**src/rtl/majority_window_filter.sv**
```systemverilog
// Sliding-window majority voter over NUM_CH independent bit streams.
// Each channel keeps its last WINDOW accepted samples and a running count of
// ones; the registered vote is 1 when that count reaches THRESHOLD. Typically
// used to debounce sampled status lines before they reach control logic.
module majority_window_filter #(
  parameter int NUM_CH    = 4,
  parameter int WINDOW    = 5,
  parameter int THRESHOLD = WINDOW / 2 + 1,
  parameter int CNT_W     = $clog2(WINDOW + 1)
) (
  input  logic              clk,
  input  logic              rst_n,
  input  logic              clr,
  input  logic              in_valid,
  input  logic [NUM_CH-1:0] in_bits,
  output logic              out_valid,
  output logic [NUM_CH-1:0] out_bits,
  output logic              window_full
);

  // One extra bit on the count arithmetic so cnt+1 before the subtraction
  // cannot wrap when the window is all ones.
  localparam logic [CNT_W:0]   L_THR   = (CNT_W + 1)'(THRESHOLD);
  localparam logic [CNT_W:0]   L_WIN_W = (CNT_W + 1)'(WINDOW);
  localparam logic [CNT_W-1:0] L_WIN   = CNT_W'(WINDOW);

  logic [WINDOW-1:0] r_hist [NUM_CH];
  logic [CNT_W-1:0]  r_cnt  [NUM_CH];
  logic [CNT_W-1:0]  r_fill;
  logic              r_out_valid;
  logic [NUM_CH-1:0] r_out_bits;
  logic              r_window_full;

  logic [WINDOW-1:0] w_hist_next [NUM_CH];
  logic [CNT_W:0]    w_sum       [NUM_CH];
  logic [CNT_W-1:0]  w_cnt_next  [NUM_CH];
  logic [NUM_CH-1:0] w_vote;
  logic [CNT_W-1:0]  w_fill_next;
  logic              w_full_next;

  // Next history, running count and vote per channel, plus the shared fill level.
  // History clears to zero, so subtracting the outgoing bit is exact even
  // before the window has filled.
  always_comb begin
    for (int c = 0; c < NUM_CH; c++) begin
      w_hist_next[c] = {r_hist[c][WINDOW-2:0], in_bits[c]};
      w_sum[c]       = {1'b0, r_cnt[c]}
                     + {{CNT_W{1'b0}}, in_bits[c]}
                     - {{CNT_W{1'b0}}, r_hist[c][WINDOW-1]};
      w_cnt_next[c]  = w_sum[c][CNT_W-1:0];
      w_vote[c]      = (w_sum[c] >= L_THR);
    end
    w_fill_next = (r_fill == L_WIN) ? r_fill : r_fill + 1'b1;
    w_full_next = (w_fill_next == L_WIN);
  end

  // State and output registers: clear on reset or clr, update only on accept.
  always_ff @(posedge clk or negedge rst_n) begin
    if (!rst_n) begin
      for (int c = 0; c < NUM_CH; c++) begin
        r_hist[c] <= '0;
        r_cnt[c]  <= '0;
      end
      r_fill        <= '0;
      r_out_valid   <= 1'b0;
      r_out_bits    <= '0;
      r_window_full <= 1'b0;
    end else if (clr) begin
      for (int c = 0; c < NUM_CH; c++) begin
        r_hist[c] <= '0;
        r_cnt[c]  <= '0;
      end
      r_fill        <= '0;
      r_out_valid   <= 1'b0;
      r_out_bits    <= '0;
      r_window_full <= 1'b0;
    end else if (in_valid) begin
      for (int c = 0; c < NUM_CH; c++) begin
        r_hist[c] <= w_hist_next[c];
        r_cnt[c]  <= w_cnt_next[c];
      end
      r_fill        <= w_fill_next;
      r_out_valid   <= w_full_next;
      r_out_bits    <= w_vote;
      r_window_full <= w_full_next;
    end else begin
      r_out_valid   <= 1'b0;
    end
  end

  // Running count must stay within 0..WINDOW; underflow wraps high and is caught too.
  always_ff @(posedge clk) begin
    if (rst_n && !clr && in_valid) begin
      for (int c = 0; c < NUM_CH; c++) begin
        assert (w_sum[c] <= L_WIN_W);
      end
    end
  end

  assign out_valid   = r_out_valid;
  assign out_bits    = r_out_bits;
  assign window_full = r_window_full;

endmodule

```
**config.mk**
```make
export PLATFORM = sky130hd
export DESIGN_NAME = majority_window_filter
export DESIGN_NICKNAME = d
export VERILOG_FILES = /design/src/rtl/majority_window_filter.sv
export SDC_FILE = /design/constraint.sdc
export NUM_CORES = 1
export LEC_CHECK = 0
export BUFFER_PORTS_ARGS = -buffer_cell sky130_fd_sc_hd__buf_2
export CAP_MARGIN = 20
export CORE_UTILIZATION = 35
export CTS_CLUSTER_SIZE = 8
export DETAILED_ROUTE_END_ITERATION = 8
export SLEW_MARGIN = 20
export SYNTH_ARGS = -nofsm -noshare
export SYNTH_HDL_FRONTEND = slang
export SYNTH_SLANG_ARGS = --single-unit
export TNS_END_PERCENT = 1
```
**constraint.sdc**
```tcl
create_clock -name clk -period 4.74 [get_ports clk]
set_clock_uncertainty 0.05 [all_clocks]
set_input_delay 1.185 -clock clk [delete_from_list [all_inputs] [get_ports clk]]
set_output_delay 1.185 -clock clk [all_outputs]
set_load 0.03 [all_outputs]
```
# After elaboration in Yosys (flattened, before gate mapping)
# Cells that the tools add are included.
[word_totals] ff_bits=41 latch_bits=0 ram_bits=0 mem_bits_ro=0 input_bits=8 output_inout_bits=6 wordCells=41 n_memories=0
[op_classes] addsub=9 n_mul=0 div_mod_pow=0 order_cmp=4 n_eq_ne=2 n_shift=0 n_mux=13 bitwise=0 n_reduce_logical=1
[op_table] operator="20-bit 2-to-1 mux" count=2
[op_table] operator="12-bit 2-to-1 mux" count=2
[op_table] operator="3-bit by 1-bit adder with 4-bit output" count=4
[op_table] operator="4-bit by 2-bit greater-or-equal comparator with 1-bit output (second input constant)" count=4
[op_table] operator="4-bit by 1-bit subtractor with 4-bit output" count=4
[op_table] operator="3-bit 2-to-1 mux" count=3
[op_table] operator="4-bit 2-to-1 mux" count=2
[op_table] operator="3-bit equality test (second input constant)" count=2
[op_table] operator="1-bit 2-to-1 mux" count=4
[op_table] operator="3-bit by 1-bit adder with 3-bit output (second input constant)" count=1
[op_table] operator="2-bit nonzero test" count=1

# Depth between registers and ports, before layout
# Gate-level depths: netlist of run 1.
[depth] depth_word=5 mapped_depth=8 depth_no_buf=8

# Worst setup path after synthesis of run 1
# OpenSTA, ideal clock, no wires.
[synth_timing] kind="input to register" start="input in_bits[0]" end="register r_out_bits[0] (netlist: out_bits[0])" setup_ps=82 arrival_time_ps=2217 required_time_ps=4608 path_slack_ps=2391 path_stages=5 path_buffers=0 path_cell_list="ha_1 fa_1 nand2_1 and3_1 a31oi_1"
[synth_between] elab_chain_len=5
[synth_lines] item="start, declared" line_no="15" rtl="input logic [NUM_CH-1:0] in_bits,"
[synth_lines] item="3-bit by 1-bit adder with 4-bit output" line_no="48" rtl="+ {{CNT_W{1'b0}}, in_bits[c]}"
[synth_lines] item="4-bit by 1-bit subtractor with 4-bit output" line_no="49" rtl="- {{CNT_W{1'b0}}, r_hist[c][WINDOW-1]};"
[synth_lines] item="4-bit by 2-bit greater-or-equal comparator with 1-bit output" line_no="51" rtl="w_vote[c] = (w_sum[c] >= L_THR);"
[synth_lines] item="4-bit 2-to-1 mux" line_no="77" rtl="end else if (in_valid) begin"
[synth_lines] item="4-bit 2-to-1 mux" line_no="68" rtl="end else if (clr) begin"
[synth_lines] item="end signal, assigned" line_no="84" rtl="r_out_bits <= w_vote;"
[synth_lines] item="end, declared" line_no="31" rtl="logic [NUM_CH-1:0] r_out_bits;"
# Every way passes these cells. The select of a mux whose other input is x is not followed.
# A chain may end at the register's enable or synchronous reset.

# Worst setup path after layout of run 1
[layout_timing] start="input in_bits[2]" end="register r_out_bits[2] (netlist: out_bits[2])"
# Same word-level chain as after synthesis.

==> results of run 1 <==
-- per-layer routing --
layer  wire, µm  track usage, %
met1       1682           15.52
met2       1475           17.58
met4         48           5.263
met5          0               0
met3        128           4.000
-- stage by stage --
stage	hold WS [ns]	util (%)	setup slack [ns]	area [µm²]	std cells
2_1_floorplan	0.4359	-	2.391	2220	204
3_3_place_gp	0.4098	38.54	2.206	2322	284
3_5_place_dp	0.4114	38.54	2.173	2322	284
4_1_cts	0.4281	39.97	2.487	2409	291
5_1_grt	0.4587	39.97	2.417	2409	291
6_report	0.4232	39.97	2.490	2409	291
-- report_power, final --
part           switching, mW  total (mW)  internal [mW]
sequential            0.0109       0.377          0.366
clock                  0.109       0.225          0.115
combinational         0.0639       0.111         0.0470
-- layout make-up --
type | instances | share of cell area (%)
Inverter | 21 | 3.273
Clock buffer | 7 | 3.584
Timing Repair Buffer | 14 | 3.013
Tap cell | 75 | 3.896
Sequential cell | 41 | 42.60
Multi-Input combinational cell | 133 | 43.64
-- critical path, cell delays in order --
cell and delay (ns):
sky130_fd_sc_hd__buf_2 0.11, sky130_fd_sc_hd__ha_1 0.22, sky130_fd_sc_hd__fa_1 0.38, sky130_fd_sc_hd__xnor2_1 0.22
sky130_fd_sc_hd__and3_1 0.18, sky130_fd_sc_hd__a31oi_1 0.08
-- worst paths after layout --
kind | start | to | slack, ns
worst max-delay path | in_bits[2] | out_bits[2]$_DFFE_PN0P_ | 2.49
worst min-delay path | window_full$_DFFE_PN0P_ | window_full$_DFFE_PN0P_ | 0.42
worst max register to register | r_hist[9]$_DFFE_PN0P_ | out_bits[2]$_DFFE_PN0P_ | 2.83
worst min register to register | window_full$_DFFE_PN0P_ | window_full$_DFFE_PN0P_ | 0.42
max in group asynchronous | rst_n | r_cnt[10]$_DFFE_PN0P_ | 3.10
min in group asynchronous | rst_n | r_hist[5]$_DFFE_PN0P_ | 0.98
-- cells in the mapped netlist (all sizes together) --
| cell | number | area, µm² |
|---|---|---|
| a211oi | 5 | 37.54 |
| buf | 7 | 56.30 |
| clkbuf | 2 | 7.510 |
| nor3 | 1 | 5.000 |
| dfrtp | 41 | 1026 |
| and4bb | 1 | 12.51 |
| mux2i | 28 | 280.3 |
| and4b | 1 | 10.01 |
| a31oi | 4 | 25.02 |
| o21ai | 4 | 20.02 |
| ha | 18 | 225.2 |
| xnor2 | 5 | 43.79 |
| nand2 | 4 | 15.01 |
| inv | 21 | 78.83 |
| a21o | 5 | 37.54 |
| a21boi | 1 | 7.510 |
| and3 | 8 | 60.06 |
| a21oi | 1 | 5.000 |
| or3 | 4 | 25.02 |
| nor2 | 35 | 131.4 |
| o21bai | 4 | 30.03 |
| fa | 4 | 80.08 |
-- registers in the layout (all words and copies together), names as in the netlist --
register	flops
out_valid	1
window_full	1
out_bits	4
r_hist	20
r_fill	3
r_cnt	12
-- cell families (layout without fill, tap and decap cells) --
kind of cell,count (synthesis),count (layout),synth area share [%]
multiplexers,28,28,12.63
XOR/XNOR,5,5,1.973
AND/OR/NAND/NOR,54,54,11.67
buffers and inverters,30,42,6.426
flip-flops,41,41,46.22
adder cells (fa/ha/maj),22,22,13.75
AO/OA/AOI/OAI,24,24,7.328
==> impl_results.md, run 1 <==
* HP Class: reg -> reg
* Final hold violation count at 0
* Number of global-route vias before repair at 1315
* WL/cell at 11.46 µm
* Lkg Pwr at 1.245 nW
* Clk slew on worst S/H paths at 0.07 ns
* Max-cap violations at 0
* Number of antenna repair diodes at 0
* Die outline height at 81.64 µm
* Least-Margin Pin Slew at 0.9052 ns
* # DRC at 0
* Setup repair after global routing missed its margin: no
* Vias per Instance at 4.704
* H-tree Lvls at 2
* Synth Net Count at 234
* Most frequent cells in the layout: 41 x sky130_fd_sc_hd__dfrtp_1, 35 x sky130_fd_sc_hd__nor2_1, 28 x sky130_fd_sc_hd__mux2i_1
* HPWL after DPL at 2.289 mm
* Worst skew pair latency at 0.28 ns
* Tot GR Track Use at 11.83%
* Endpoint type of the worst setup path: flop
* Pwr/cell area at 296.0 nW/µm²
* Area taken by multi-input logic gates at 1051 µm²
* Post-Synthesis Cell Area at 2220 µm²
* Layout area overhead at 8.512%
* GRT Residual Overflow at 0
* Clock sink count at 41
* Global-route wire length before repair at 5.913 mm
* Library cells used by synthesis at 25
* Clock root cell: sky130_fd_sc_hd__clkbuf_8
* CP Launch Type: primary input
* Arrival @ worst endpoint at 2.37 ns
* Minimum clock period after layout at 2.250 ns
* Initial antenna violation count at 0
* Largest vdd supply drop at 0.1407 mV
* Maximum number of pins on one net before global-route repair at 42
* Crit Path Max Fanout at 2
* Total I/O pin count at 14
* Length in cells of the worst reg-to-reg path at 7
* Final net count at 246
* Yosys Warn Count at 0
* Clock tree from TritonCTS: yes
* Highest attainable clock frequency at 444.4 MHz
* Final worst path period share at 47.47%
* Global placement routability congestion at 0.7012
* Outcome: finished, final reports clean
* Row count at 28
* Vias after detailed routing at 1369
* Filler cell count at 599
* Die Wd at 81.64 µm
* Required time reported for the critical path endpoint at 4.86 ns
* Most common library cell in the layout ignoring fill and taps: sky130_fd_sc_hd__dfrtp_1
* Setup Fix Bufs, Post-CTS at 0
* Number of instances in the synthesized netlist at 204
* Setup total negative slack at 0 ns
* Sequential standard cell area at 1026 µm²
* Number of detailed-routing iterations run before antenna repair at 4
* Clock Path Buffers at 2
* Die area at 6664 µm²
* Total count of max-transition violations in the final report at 0
* Starting density of the core at 36.84%
* Input/output buffers at 13
* Class of the most critical setup path: in -> reg
* Setup violations, final at 0
* CTS Buf Count at 5
* Synthesis-stage register bit count at 41
* Worst Hold Depth at 1
* Routed Antenna Nets at 0
* DR iter-0 viols at 74
* Total routed wirelength at 3.334 mm
* Total power at 0.7128 mW
* Placeable core region at 6026 µm²
* Part of the Yosys area used for sequential elements at 46.22%
* Max-slew headroom at the worst pin at 39.65%
* Share of layout cells above drive strength 1 at 10.65%
* Hold buffers post-CTS at 0
* Post-cts gate resize count at 0
* Average cell area after synthesis at 10.88 µm²
Note: power is estimated with default switching activity, not from simulation.
==> inputs of run 2 (changes only) <==
- clock period: 4.74 -> 2.2 ns (I/O delays scaled with it)
==> impl_results.md, run 2 (synthesis results as in run 1) <==
* List of cells traversed by the critical path: ha_1 > inv_1 > ha_1 > fa_1 > xnor2_1 > and3_1 > a31oi_1 (was buf_2 > ha_1 > fa_1 > xnor2_1 > and3_1 > a31oi_1)
* Most frequent cells in the layout: 41 x sky130_fd_sc_hd__dfrtp_1, 35 x sky130_fd_sc_hd__nor2_1, 28 x sky130_fd_sc_hd__mux2i_1 (unchanged)
* Depth of the critical timing path with buffers and inverters included at 7 (was 6)
* Clock sink count at 41 (unchanged)
* Layout area overhead at 10.65% (was 8.512%)
* Clock tree from TritonCTS: yes (unchanged)
* Pwr/cell area at 630.7 nW/µm² (was 296.0 nW/µm²)
* Class of the most critical setup path: reg -> reg (was in -> reg)
* Crit Path Max Fanout at 2 (unchanged)
* DP Cell Count at 287 (was 284)
* Row count at 28 (unchanged)
* Placement Cell Area at 2370 µm² (was 2322 µm²)
* CTS Buf Count at 5 (unchanged)
* Total count of max-transition violations in the final report at 0 (unchanged)
* Clock Power Share at 31.4% (was 31.5%)
* # DRC at 0 (unchanged)
* Register share of total power at 52.5% (was 52.9%)
* Most common library cell in the layout ignoring fill and taps: sky130_fd_sc_hd__dfrtp_1 (unchanged)
* Cell-internal power at 1.117 mW (was 0.5288 mW)
* Total routed wirelength at 3.641 mm (was 3.334 mm)
* Length in cells of the worst reg-to-reg path at 7 (unchanged)
* Clock Path Buffers at 2 (unchanged)
* Initial antenna violation count at 0 (unchanged)
* Hold buffers post-CTS at 0 (unchanged)
* Slowest stage cell, crit path: sky130_fd_sc_hd__dfrtp_1 (was sky130_fd_sc_hd__fa_1)
* Arrival @ worst endpoint at 2.07 ns (was 2.37 ns)
* Global-route wire length before repair at 6.582 mm (was 5.913 mm)
* Final worst path period share at 88.28%
* Number of global-route vias before repair at 1439 (was 1315)
* Vias per Instance at 4.790 (was 4.704)
* Library cell appearing most often on the critical path: sky130_fd_sc_hd__ha_1
* Final Non-Filler Cells at 295 (was 291)
* HP Class: in -> async (was reg -> reg)
* Tot GR Track Use at 13.13% (was 11.83%)
* Global placement routability congestion at 0.7290 (was 0.7012)
* CP Launch Type: flop (was primary input)
* Die Wd at 81.64 µm (unchanged)
* Max reg flops at 20 (unchanged)
* Setup violations, final at 0 (unchanged)
* Family with the most delay on the worst path: adder cells (unchanged)
* Clk slew on worst S/H paths at 0.08 ns (was 0.07 ns)
* Routed Antenna Nets at 0 (unchanged)
* Delay of the slowest critical-path stage at 0.40 ns (was 0.38 ns)
* Die area at 6664 µm² (unchanged)
* Total power at 1.549 mW (was 0.7128 mW)
* Least-Margin Pin Slew at 0.5250 ns (was 0.9052 ns)
* Part of the total power dissipated in combinational logic at 16.1% (was 15.6%)
* Worst path buffer plus inverter count at 1 (unchanged)
* Lkg Pwr at 1.268 nW (was 1.245 nW)
* Net load switching power at 0.4320 mW (was 0.1841 mW)
* DR iter-0 viols at 37 (was 74)
* Max-slew headroom at the worst pin at 65.00% (was 39.65%)
* Number of detailed-routing iterations run before antenna repair at 4 (unchanged)
* Starting density of the core at 36.84% (unchanged)
* Placeable core region at 6026 µm² (unchanged)
* Clock root cell: sky130_fd_sc_hd__clkbuf_8 (unchanged)
* Setup ws final at 0.2578 ns (was 2.490 ns)
* Setup WS pre-CTS at 0.2692 ns (was 2.173 ns)
* WL/cell at 12.34 µm (was 11.46 µm)
* Final net count at 249 (was 246)
* Input/output buffers at 13 (unchanged)
* Post-cts gate resize count at 0 (unchanged)
* Minimum clock period after layout at 1.942 ns
* Endpoint type of the worst setup path: flop (unchanged)
* Die outline height at 81.64 µm (unchanged)
* Number of antenna repair diodes at 0 (unchanged)
* Final hold violation count at 0 (unchanged)
* Max-cap violations at 0 (unchanged)
* Setup total negative slack at 0 ns (unchanged)
* Setup repair after global routing missed its margin: no (unchanged)
* Setup Fix Bufs, Post-CTS at 0 (unchanged)
* Share of layout cells above drive strength 1 at 12.73% (was 10.65%)
* Largest vdd supply drop at 0.4440 mV (was 0.1407 mV)
* GRT Residual Overflow at 0 (unchanged)
* Final design area excluding fillers at 2456 µm² (was 2409 µm²)
* Total I/O pin count at 14 (unchanged)
* Worst skew pair latency at 0.29 ns (was 0.28 ns)
* Register ranked first by flip-flop count: r_hist (unchanged)
* Sw Ratio at 27.89% (was 25.82%)
* Vias after detailed routing at 1413 (was 1369)
* H-tree Lvls at 2 (unchanged)
* Maximum number of pins on one net before global-route repair at 42 (unchanged)
* Highest attainable clock frequency at 514.9 MHz
* Outcome: finished, final reports clean (unchanged)
* Required time reported for the critical path endpoint at 2.32 ns (was 4.86 ns)
* HPWL after DPL at 2.440 mm (was 2.289 mm)
-- run 2: worst paths after layout --
| path | startpoint | end | slack, ns |
|---|---|---|---|
| min in group clk | window_full$_DFFE_PN0P_ | window_full$_DFFE_PN0P_ | 0.43 |
| max reg2reg | r_hist[14]$_DFFE_PN0P_ | out_bits[1]$_DFFE_PN0P_ | 0.26 |
| min reg2reg | window_full$_DFFE_PN0P_ | window_full$_DFFE_PN0P_ | 0.43 |
| max | r_hist[14]$_DFFE_PN0P_ | out_bits[1]$_DFFE_PN0P_ | 0.26 |
| max in group asynchronous | rst_n | r_fill[0]$_DFFE_PN0P_ | 1.48 |
| min | rst_n | r_hist[5]$_DFFE_PN0P_ | 0.27 |
-- run 2: power groups by stage --
stage	logic, mW	clock network, mW	registers, mW
final	0.250	0.486	0.813
after global routing	0.288	0.540	0.819
after CTS	0.256	0.515	0.813
after detailed placement	0.255	0	0.828
after global placement	0.252	0	0.828
after floorplan	0.172	0	0.839
-- run 2: area by class of cell --
type,instances,area [µm²]
fillers,592,3570
flip-flops and latches,41,1026
multi-input cells,133,1051
inverters,21,78.83
well taps,75,93.84
clock buffers,5,68.82
repair buffers,17,120.1
clock inverters,3,17.52
-- run 2: per-stage QoR --
| stage | utilization, % | hold WS (ns) |
|---|---|---|
| after floorplan | - | 0.2044 |
| after global placement | 39.33 | 0.4083 |
| after CTS | 40.76 | 0.2875 |
| after global routing | 40.76 | 0.3109 |
| after detailed placement | 39.33 | 0.4140 |
| final | 40.76 | 0.2672 |
-- run 2: routing by layer --
| metal | share of wire (%) | routed length (µm) | track usage [%] |
|---|---|---|---|
| met5 | 0 | 0 | 0 |
| met3 | 3.2 | 115 | 3.444 |
| met4 | 1.2 | 42 | 4.737 |
| met2 | 45 | 1642 | 21.92 |
| met1 | 51 | 1839 | 16.28 |
